--- src/rtl/zbus_pkg.sv ---
`default_nettype none
// ============================================================================
// Module   : zbus_pkg
// Purpose  : Shared types and constants for the Zorro II bus arbiter:
//            arbiter state encoding, HOST_MODE codes, default grant timeout.
// Revision : 1.0 - initial release
// ============================================================================
package zbus_pkg;

  // Arbiter state; BOOT runs once after reset, OFF/NODMA are terminal.
  typedef enum logic [2:0] {
    ST_BOOT    = 3'd0,
    ST_OFF     = 3'd1,
    ST_NODMA   = 3'd2,
    ST_IDLE    = 3'd3,
    ST_REQ     = 3'd4,
    ST_GRANT   = 3'd5,
    ST_DMA     = 3'd6,
    ST_RELEASE = 3'd7
  } state_t;

  // HOST_MODE encodings reported to the rest of the card.
  localparam logic [1:0] c_HOST_OFF   = 2'd0;  // arbitration disabled
  localparam logic [1:0] c_HOST_A500  = 2'd1;  // A500 / A2000 rev 4
  localparam logic [1:0] c_HOST_B2000 = 2'd2;  // B2000, BOSS protocol
  localparam logic [1:0] c_HOST_NODMA = 2'd3;  // A500, DMA locked out

  // C7M cycles a granted master has to answer with BGACK_n.
  localparam int c_GRANT_TIMEOUT_DEFAULT = 15;

endpackage
`default_nettype wire

--- src/rtl/sync_ff.sv ---
`default_nettype none
// ============================================================================
// Module   : sync_ff
// Purpose  : N-stage flip-flop synchronizer for active-low async inputs.
//            Reset presets every stage to 1 (the inactive level).
// Revision : 1.0 - initial release
// ============================================================================
module sync_ff #(
  parameter int STAGES = 2
) (
  input  logic clk,
  input  logic rst_n,
  input  logic i_d,
  output logic o_q
);

  logic [STAGES-1:0] r_sync;

  generate
    if (STAGES == 1) begin : g_single
      // Single-stage capture of the asynchronous input.
      always_ff @(posedge clk or negedge rst_n) begin
        if (!rst_n) r_sync <= 1'b1;
        else        r_sync <= i_d;
      end
    end else begin : g_chain
      // Shift the input through the synchronizer chain.
      always_ff @(posedge clk or negedge rst_n) begin
        if (!rst_n) r_sync <= '1;
        else        r_sync <= {r_sync[STAGES-2:0], i_d};
      end
    end
  endgenerate

  assign o_q = r_sync[STAGES-1];

endmodule
`default_nettype wire

--- src/rtl/zbus_arbiter.sv ---
`default_nettype none
// ============================================================================
// Module   : zbus_arbiter
// Purpose  : Three-wire (BR/BG/BGACK) arbiter between the on-card 68SEC000
//            and Zorro II DMA masters. Detects host type once after reset,
//            then hands the bus to DMA masters once the CPU has let go.
// Revision : 1.0 - initial release
// ============================================================================
module zbus_arbiter
  import zbus_pkg::*;
#(
  parameter int SYNC_STAGES   = 2,
  parameter int GRANT_TIMEOUT = c_GRANT_TIMEOUT_DEFAULT
) (
  input  logic       C7M,
  input  logic       RESET_n,
  input  logic       JP2,
  input  logic       BOSS_n_IN,
  input  logic       BG_n_IN,
  input  logic       BR_n_IN,
  input  logic       BGACK_n,
  input  logic       AS_CPU_n,
  input  logic       BG_68SEC000_n,
  output logic       BR_68SEC000_n,
  output logic       BR_n_OUT,
  output logic       BR_n_OE,
  output logic       BG_n_OUT,
  output logic       BG_n_OE,
  output logic       BOSS_n_OUT,
  output logic       BOSS_n_OE,
  output logic       E_OE,
  output logic       DMA_ACTIVE,
  output logic [1:0] HOST_MODE
);

  localparam logic [7:0] c_TIMEOUT = 8'(GRANT_TIMEOUT);

  logic       w_br_sync_n;
  logic       w_bgack_sync_n;

  state_t     r_state,     w_state_nxt;
  logic [7:0] r_cnt,       w_cnt_nxt;
  logic [7:0] w_cnt_inc;
  logic       r_br68,      w_br68_nxt;
  logic       r_br_oe,     w_br_oe_nxt;
  logic       r_bg_out,    w_bg_out_nxt;
  logic       r_bg_oe,     w_bg_oe_nxt;
  logic       r_boss_out,  w_boss_out_nxt;
  logic       r_boss_oe,   w_boss_oe_nxt;
  logic       r_e_oe,      w_e_oe_nxt;
  logic       r_dma,       w_dma_nxt;
  logic [1:0] r_host_mode, w_host_mode_nxt;

  sync_ff #(.STAGES(SYNC_STAGES)) u_sync_br (
    .clk   (C7M),
    .rst_n (RESET_n),
    .i_d   (BR_n_IN),
    .o_q   (w_br_sync_n)
  );

  sync_ff #(.STAGES(SYNC_STAGES)) u_sync_bgack (
    .clk   (C7M),
    .rst_n (RESET_n),
    .i_d   (BGACK_n),
    .o_q   (w_bgack_sync_n)
  );

  // Saturating grant counter increment; never wraps past the timeout.
  assign w_cnt_inc = (r_cnt < c_TIMEOUT) ? (r_cnt + 8'd1) : r_cnt;

  // Next-state and next-output decode; every register holds unless a state acts on it.
  always_comb begin
    w_state_nxt     = r_state;
    w_cnt_nxt       = r_cnt;
    w_br68_nxt      = r_br68;
    w_br_oe_nxt     = r_br_oe;
    w_bg_out_nxt    = r_bg_out;
    w_bg_oe_nxt     = r_bg_oe;
    w_boss_out_nxt  = r_boss_out;
    w_boss_oe_nxt   = r_boss_oe;
    w_e_oe_nxt      = r_e_oe;
    w_dma_nxt       = r_dma;
    w_host_mode_nxt = r_host_mode;

    case (r_state)
      ST_BOOT: begin
        if (!BG_n_IN && !JP2) begin
          // Another arbiter owns the bus: stay completely passive.
          w_state_nxt     = ST_OFF;
          w_host_mode_nxt = c_HOST_OFF;
        end else begin
          w_e_oe_nxt  = ~JP2;
          w_br_oe_nxt = 1'b0;
          w_br68_nxt  = 1'b1;
          if (BOSS_n_IN) begin
            w_host_mode_nxt = c_HOST_B2000;
            w_boss_out_nxt  = 1'b0;
            w_boss_oe_nxt   = 1'b1;
            w_state_nxt     = ST_IDLE;
          end else if (BG_n_IN) begin
            w_host_mode_nxt = c_HOST_A500;
            w_state_nxt     = ST_IDLE;
          end else begin
            w_host_mode_nxt = c_HOST_NODMA;
            w_state_nxt     = ST_NODMA;
          end
        end
      end

      ST_OFF, ST_NODMA: begin
        w_bg_oe_nxt = 1'b0;
      end

      ST_IDLE: begin
        w_bg_oe_nxt  = 1'b1;
        w_bg_out_nxt = 1'b1;
        w_cnt_nxt    = '0;
        // Request the CPU bus on the same edge the DMA request is seen.
        w_br68_nxt   = w_br_sync_n;
        if (!w_br_sync_n) w_state_nxt = ST_REQ;
      end

      ST_REQ: begin
        w_br68_nxt = 1'b0;
        w_cnt_nxt  = '0;
        if (!BG_68SEC000_n && AS_CPU_n) w_state_nxt = ST_GRANT;
        else if (w_br_sync_n)           w_state_nxt = ST_IDLE;
      end

      ST_GRANT: begin
        w_bg_out_nxt = 1'b0;
        w_br68_nxt   = 1'b0;
        w_cnt_nxt    = w_cnt_inc;
        if (!w_bgack_sync_n)
          w_state_nxt = ST_DMA;
        else if ((w_cnt_inc == c_TIMEOUT) && w_br_sync_n)
          w_state_nxt = ST_RELEASE;
      end

      ST_DMA: begin
        w_dma_nxt    = 1'b1;
        w_bg_out_nxt = 1'b1;
        w_br68_nxt   = 1'b0;
        if (w_bgack_sync_n) begin
          if (w_br_sync_n) begin
            w_state_nxt = ST_RELEASE;
          end else begin
            // Next master already waiting: regrant without returning the bus.
            w_state_nxt = ST_GRANT;
            w_cnt_nxt   = '0;
          end
        end
      end

      ST_RELEASE: begin
        w_br68_nxt  = 1'b1;
        w_dma_nxt   = 1'b0;
        w_cnt_nxt   = '0;
        w_state_nxt = ST_IDLE;
      end

      default: w_state_nxt = ST_BOOT;
    endcase
  end

  // State and registered outputs; async reset returns everything to boot values.
  always_ff @(posedge C7M or negedge RESET_n) begin
    if (!RESET_n) begin
      r_state     <= ST_BOOT;
      r_cnt       <= '0;
      r_br68      <= 1'b0;
      r_br_oe     <= 1'b1;
      r_bg_out    <= 1'b1;
      r_bg_oe     <= 1'b0;
      r_boss_out  <= 1'b1;
      r_boss_oe   <= 1'b0;
      r_e_oe      <= 1'b0;
      r_dma       <= 1'b0;
      r_host_mode <= c_HOST_OFF;
    end else begin
      r_state     <= w_state_nxt;
      r_cnt       <= w_cnt_nxt;
      r_br68      <= w_br68_nxt;
      r_br_oe     <= w_br_oe_nxt;
      r_bg_out    <= w_bg_out_nxt;
      r_bg_oe     <= w_bg_oe_nxt;
      r_boss_out  <= w_boss_out_nxt;
      r_boss_oe   <= w_boss_oe_nxt;
      r_e_oe      <= w_e_oe_nxt;
      r_dma       <= w_dma_nxt;
      r_host_mode <= w_host_mode_nxt;
    end
  end

  // Motherboard BR is only ever pulled low; the enable alone controls it.
  assign BR_n_OUT      = 1'b0;
  assign BR_68SEC000_n = r_br68;
  assign BR_n_OE       = r_br_oe;
  assign BG_n_OUT      = r_bg_out;
  assign BG_n_OE       = r_bg_oe;
  assign BOSS_n_OUT    = r_boss_out;
  assign BOSS_n_OE     = r_boss_oe;
  assign E_OE          = r_e_oe;
  assign DMA_ACTIVE    = r_dma;
  assign HOST_MODE     = r_host_mode;

endmodule
`default_nettype wire

--- config.mk ---
export PLATFORM = sky130hd
export DESIGN_NAME = zbus_arbiter
export DESIGN_NICKNAME = d
export VERILOG_FILES = /design/src/rtl/zbus_pkg.sv /design/src/rtl/sync_ff.sv /design/src/rtl/zbus_arbiter.sv
export SDC_FILE = /design/constraint.sdc
export NUM_CORES = 1
export LEC_CHECK = 0
export BUFFER_PORTS_ARGS = -buffer_cell sky130_fd_sc_hd__buf_2
export CELL_PAD_IN_SITES_DETAIL_PLACEMENT = 1
export CELL_PAD_IN_SITES_GLOBAL_PLACEMENT = 1
export CORE_MARGIN = 4
export CORE_UTILIZATION = 44
export DETAILED_ROUTE_END_ITERATION = 8
export GPL_TIMING_DRIVEN = 0
export PLACE_DENSITY = 0.78
export SYNTH_ARGS = -nofsm -noshare
export SYNTH_HDL_FRONTEND = slang
export SYNTH_SLANG_ARGS = --single-unit
--- constraint.sdc ---
create_clock -name C7M -period 3.1 [get_ports C7M]
set_input_delay 0 -clock C7M [delete_from_list [all_inputs] [get_ports C7M]]
set_output_delay 0 -clock C7M [all_outputs]
set_load 0.005 [all_outputs]
==> reports/results.tsv <==
stage	metric	value	unit
floorplanning	row cnt	19	
worst_setup_path	crit path kind	flip-flop to flip-flop	
layout	Syn-to-layout area delta	17.1	%
run	Max Cap Violations	0	
power	PwrDens	772	nW/um^2
drt	via count	1095	
status	outcome	complete, no violations	
floorplanning	DIE WIDTH	62.0	um
timing	clk_skew	0.00700	ns
clock_tree	CTS Sinks	25	
synth	Synth Cell Area	1280	um^2
global_route	GRT Total Usage	17.8	%
synth	Synth async-reset ratio	100	%
worst_setup_path	Worst EP required	3.32	ns
global_route	largest net degree at the start of global routing	26	
clock_tree	H-tree levels	1	
floorplanning	Core Footprint	2780	um^2
synth	Post-Synthesis Cells	138	
synth	Synth area leaders	dfrtp_1, dfstp_2, nor2_1	
global_route	total gr overflow	0	
layout	Layout Utilization	54.0	%
drt	WL final	2910	um
synth	Synth area leader	dfrtp_1	
clock_tree	post-CTS setup buffers	0	
power	static leakage	0.672	nW
clock_tree	Worst-path clk slew	0.15	ns
clock_tree	hold bufs inserted after CTS	6	
floorplanning	Die Area	3840	um^2
timing	Slew headroom	63.6	%
synth	Avg Inst Size Synth	9.29	um^2
synth	Yosys cell types	42	
clock_tree	Worst-Skew Late Latency	0.32	ns
power	worst vdd ir	0.544	mV
drt	Via density	5.56	
timing	FMAX	454	MHz
layout	share of layout cells above drive strength 1	21.7	%
layout	final instance area	1500	um^2
clock_tree	CTS Buffer Depth	2	
floorplanning	I/O pin count	20	
synth	Synth top cells by count	nor2_1, dfrtp_1, nand2_1, o21ai_0, a21oi_1	
global_route	first-pass GRT wire length	5020	um
synth	Yosys top cell area share	35.1	%
place	Final HPWL DP	2160	um
worst_setup_path	CP Launch Type	flip-flop	
synth	main flop type after synthesis	dfrtp_1	
drt	Routed Antenna Nets	0	
synth	count leader, synth	nor2_1	
place	PortBufs	18	
layout	FF/Latch Area	634	um^2
timing	worst-margin pin slew	0.545	ns
synth	yosys warns	0	
clock_tree	cts bufs inserted	3	
clock_tree	CTS tree	built	
timing	Final Setup Violations	0	
worst_setup_path	Worst setup EP type	flip-flop	
place	routability cong.	0.786	
drt	DRT iter0 DRCs	26	
global_route	vias in the first global route	1095	
layout	footprint of the multi-input gates	584	um^2
timing	final hold viol count	0	
clock_tree	post-CTS resize count	0	
timing	setup_tns	0	ns
worst_setup_path	arrival time at the worst endpoint	2.42	ns
hold_path	Hold Crit Class	input pin to flip-flop	
global_route	antenna violations before repair	0	
timing	Final min period	2.20	ns
timing	fin. max-slew vios	0	
synth	Post-synth EDFFs	0	
drt	wire length per cell	14.8	um
place	dpl ws	0.951	ns
timing	setup ws final	0.897	ns
synth	post-synthesis sequential area ratio	49.5	%
drt	drt pass-1 iters	4	
layout	Antenna Cells	0	
synth	Yosys reg bits	25	
layout	fin nets	177	
place	placed instance area	1410	um^2
layout	Layout fillers	339	
clock_tree	Root Driver	clkbuf_4	
timing	RSZ-0062 raised after global routing	no	
timing	post-route clock period utilization	71.1	%
floorplanning	Die H	62.0	um
floorplanning	Starting Density	46.1	%
worst_setup_path	CP max FO	8	
drt	DRC viols	0	
synth	syn_nets	148	
==> worst paths after layout <==
check,startpoint,cells past startpoint,slack [ns],to
max,r_cnt[0],7,0.90,r_state[0]
min,BG_n_IN,3,0.03,HOST_MODE[1]
max reg2reg,r_cnt[0],7,0.90,r_state[0]
min reg2reg,u_sync_br.r_sync[0],0,0.37,u_sync_br.r_sync[1]
max in group asynchronous,RESET_n,2,2.55,u_sync_bgack.r_sync[1]
min in group asynchronous,RESET_n,2,0.17,r_state[1]
==> metal layers <==
layer / GRT usage [%] / wire length (um) / part of all wire [%] / vias up
li1: - / - / - / 540
met1: 24.0 / 1340 / 46 / 538
met2: 29.4 / 1460 / 50 / 13
met3: 3.10 / 79 / 2.7 / 4
met4: 4.55 / 29 / 1.0 / 0
met5: 0 / 0 / 0 / -
==> through the flow <==
| stage | std cells | hold WS [ns] | total power, mW |
|---|---|---|---|
| 2_1_floorplan | 138 | -0.296 | 0.827 |
| 3_3_place_gp | 187 | 0.0193 | 0.967 |
| 3_5_place_dp | 187 | 0.0302 | 0.994 |
| 4_1_cts | 197 | 0.0356 | 1.17 |
| 5_1_grt | 197 | 0.0280 | 1.28 |
| 6_report | 197 | 0.0296 | 1.16 |
==> cell type report <==
| class | instances | share of cell area, % |
|---|---|---|
| flip-flops and latches | 25 | 42.2 |
| multi-input cells | 99 | 38.9 |
| repair buffers | 24 | 10.0 |
| plain buffers | 9 | 3.00 |
| well taps | 31 | 2.58 |
| clock buffers | 3 | 1.50 |
| inverters | 5 | 1.25 |
| clock inverters | 1 | 0.500 |
==> worst max-delay path, stage by stage, from the launching register on <==
cell and delay (ns):
dfrtp_1 0.48, ha_1 0.17, clkbuf_1 0.30, nand4_1 0.21, a211oi_4 0.32, nor2_1 0.08, a221o_1 0.26, a311o_1 0.27
==> cells in the final DEF, fill, tap and decap left out, types with 2 or more instances in the layout <==
master         instances
nand2_1               12
o31ai_1                4
a31oi_1                2
nor2b_1                8
inv_1                  5
a21boi_0               2
nor2_1                20
a21oi_1                9
dfrtp_1               18
nand3_1                3
dlygate4sd3_1          6
nand2b_1               2
buf_2                 18
dfstp_2                7
o21ai_0               11
clkbuf_1               7
clkbuf_4               3
==> cell families (layout without fill, tap and decap cells) <==
group                    Yosys count  after routing  synth area share, %
XOR/XNOR                           1              1                0.683
AND/OR/NAND/NOR                   55             55                 21.4
other                              1              1                0.292
AO/OA/AOI/OAI                     41             41                 22.2
flip-flops                        25             25                 49.5
adder cells (fa/ha/maj)            1              1                0.975
buffers and inverters             14             42                 4.98
==> report_power, final <==
part / leakage, nW / internal, mW / total [mW] / switching (mW)
combinational: 0.354 / 0.221 / 0.538 / 0.317
clock: 0.0139 / 0.0493 / 0.153 / 0.103
sequential: 0.304 / 0.412 / 0.469 / 0.0570
total: 0.672 / 0.682 / 1.16 / 0.477
==> sequential cells by signal (all words and copies together), names as in the netlist, 2 cells and up <==
name / count
r_cnt: 8
r_state: 3
HOST_MODE: 2
u_sync_bgack.r_sync: 2
u_sync_br.r_sync: 2
Power figures use the tool's default switching activity.
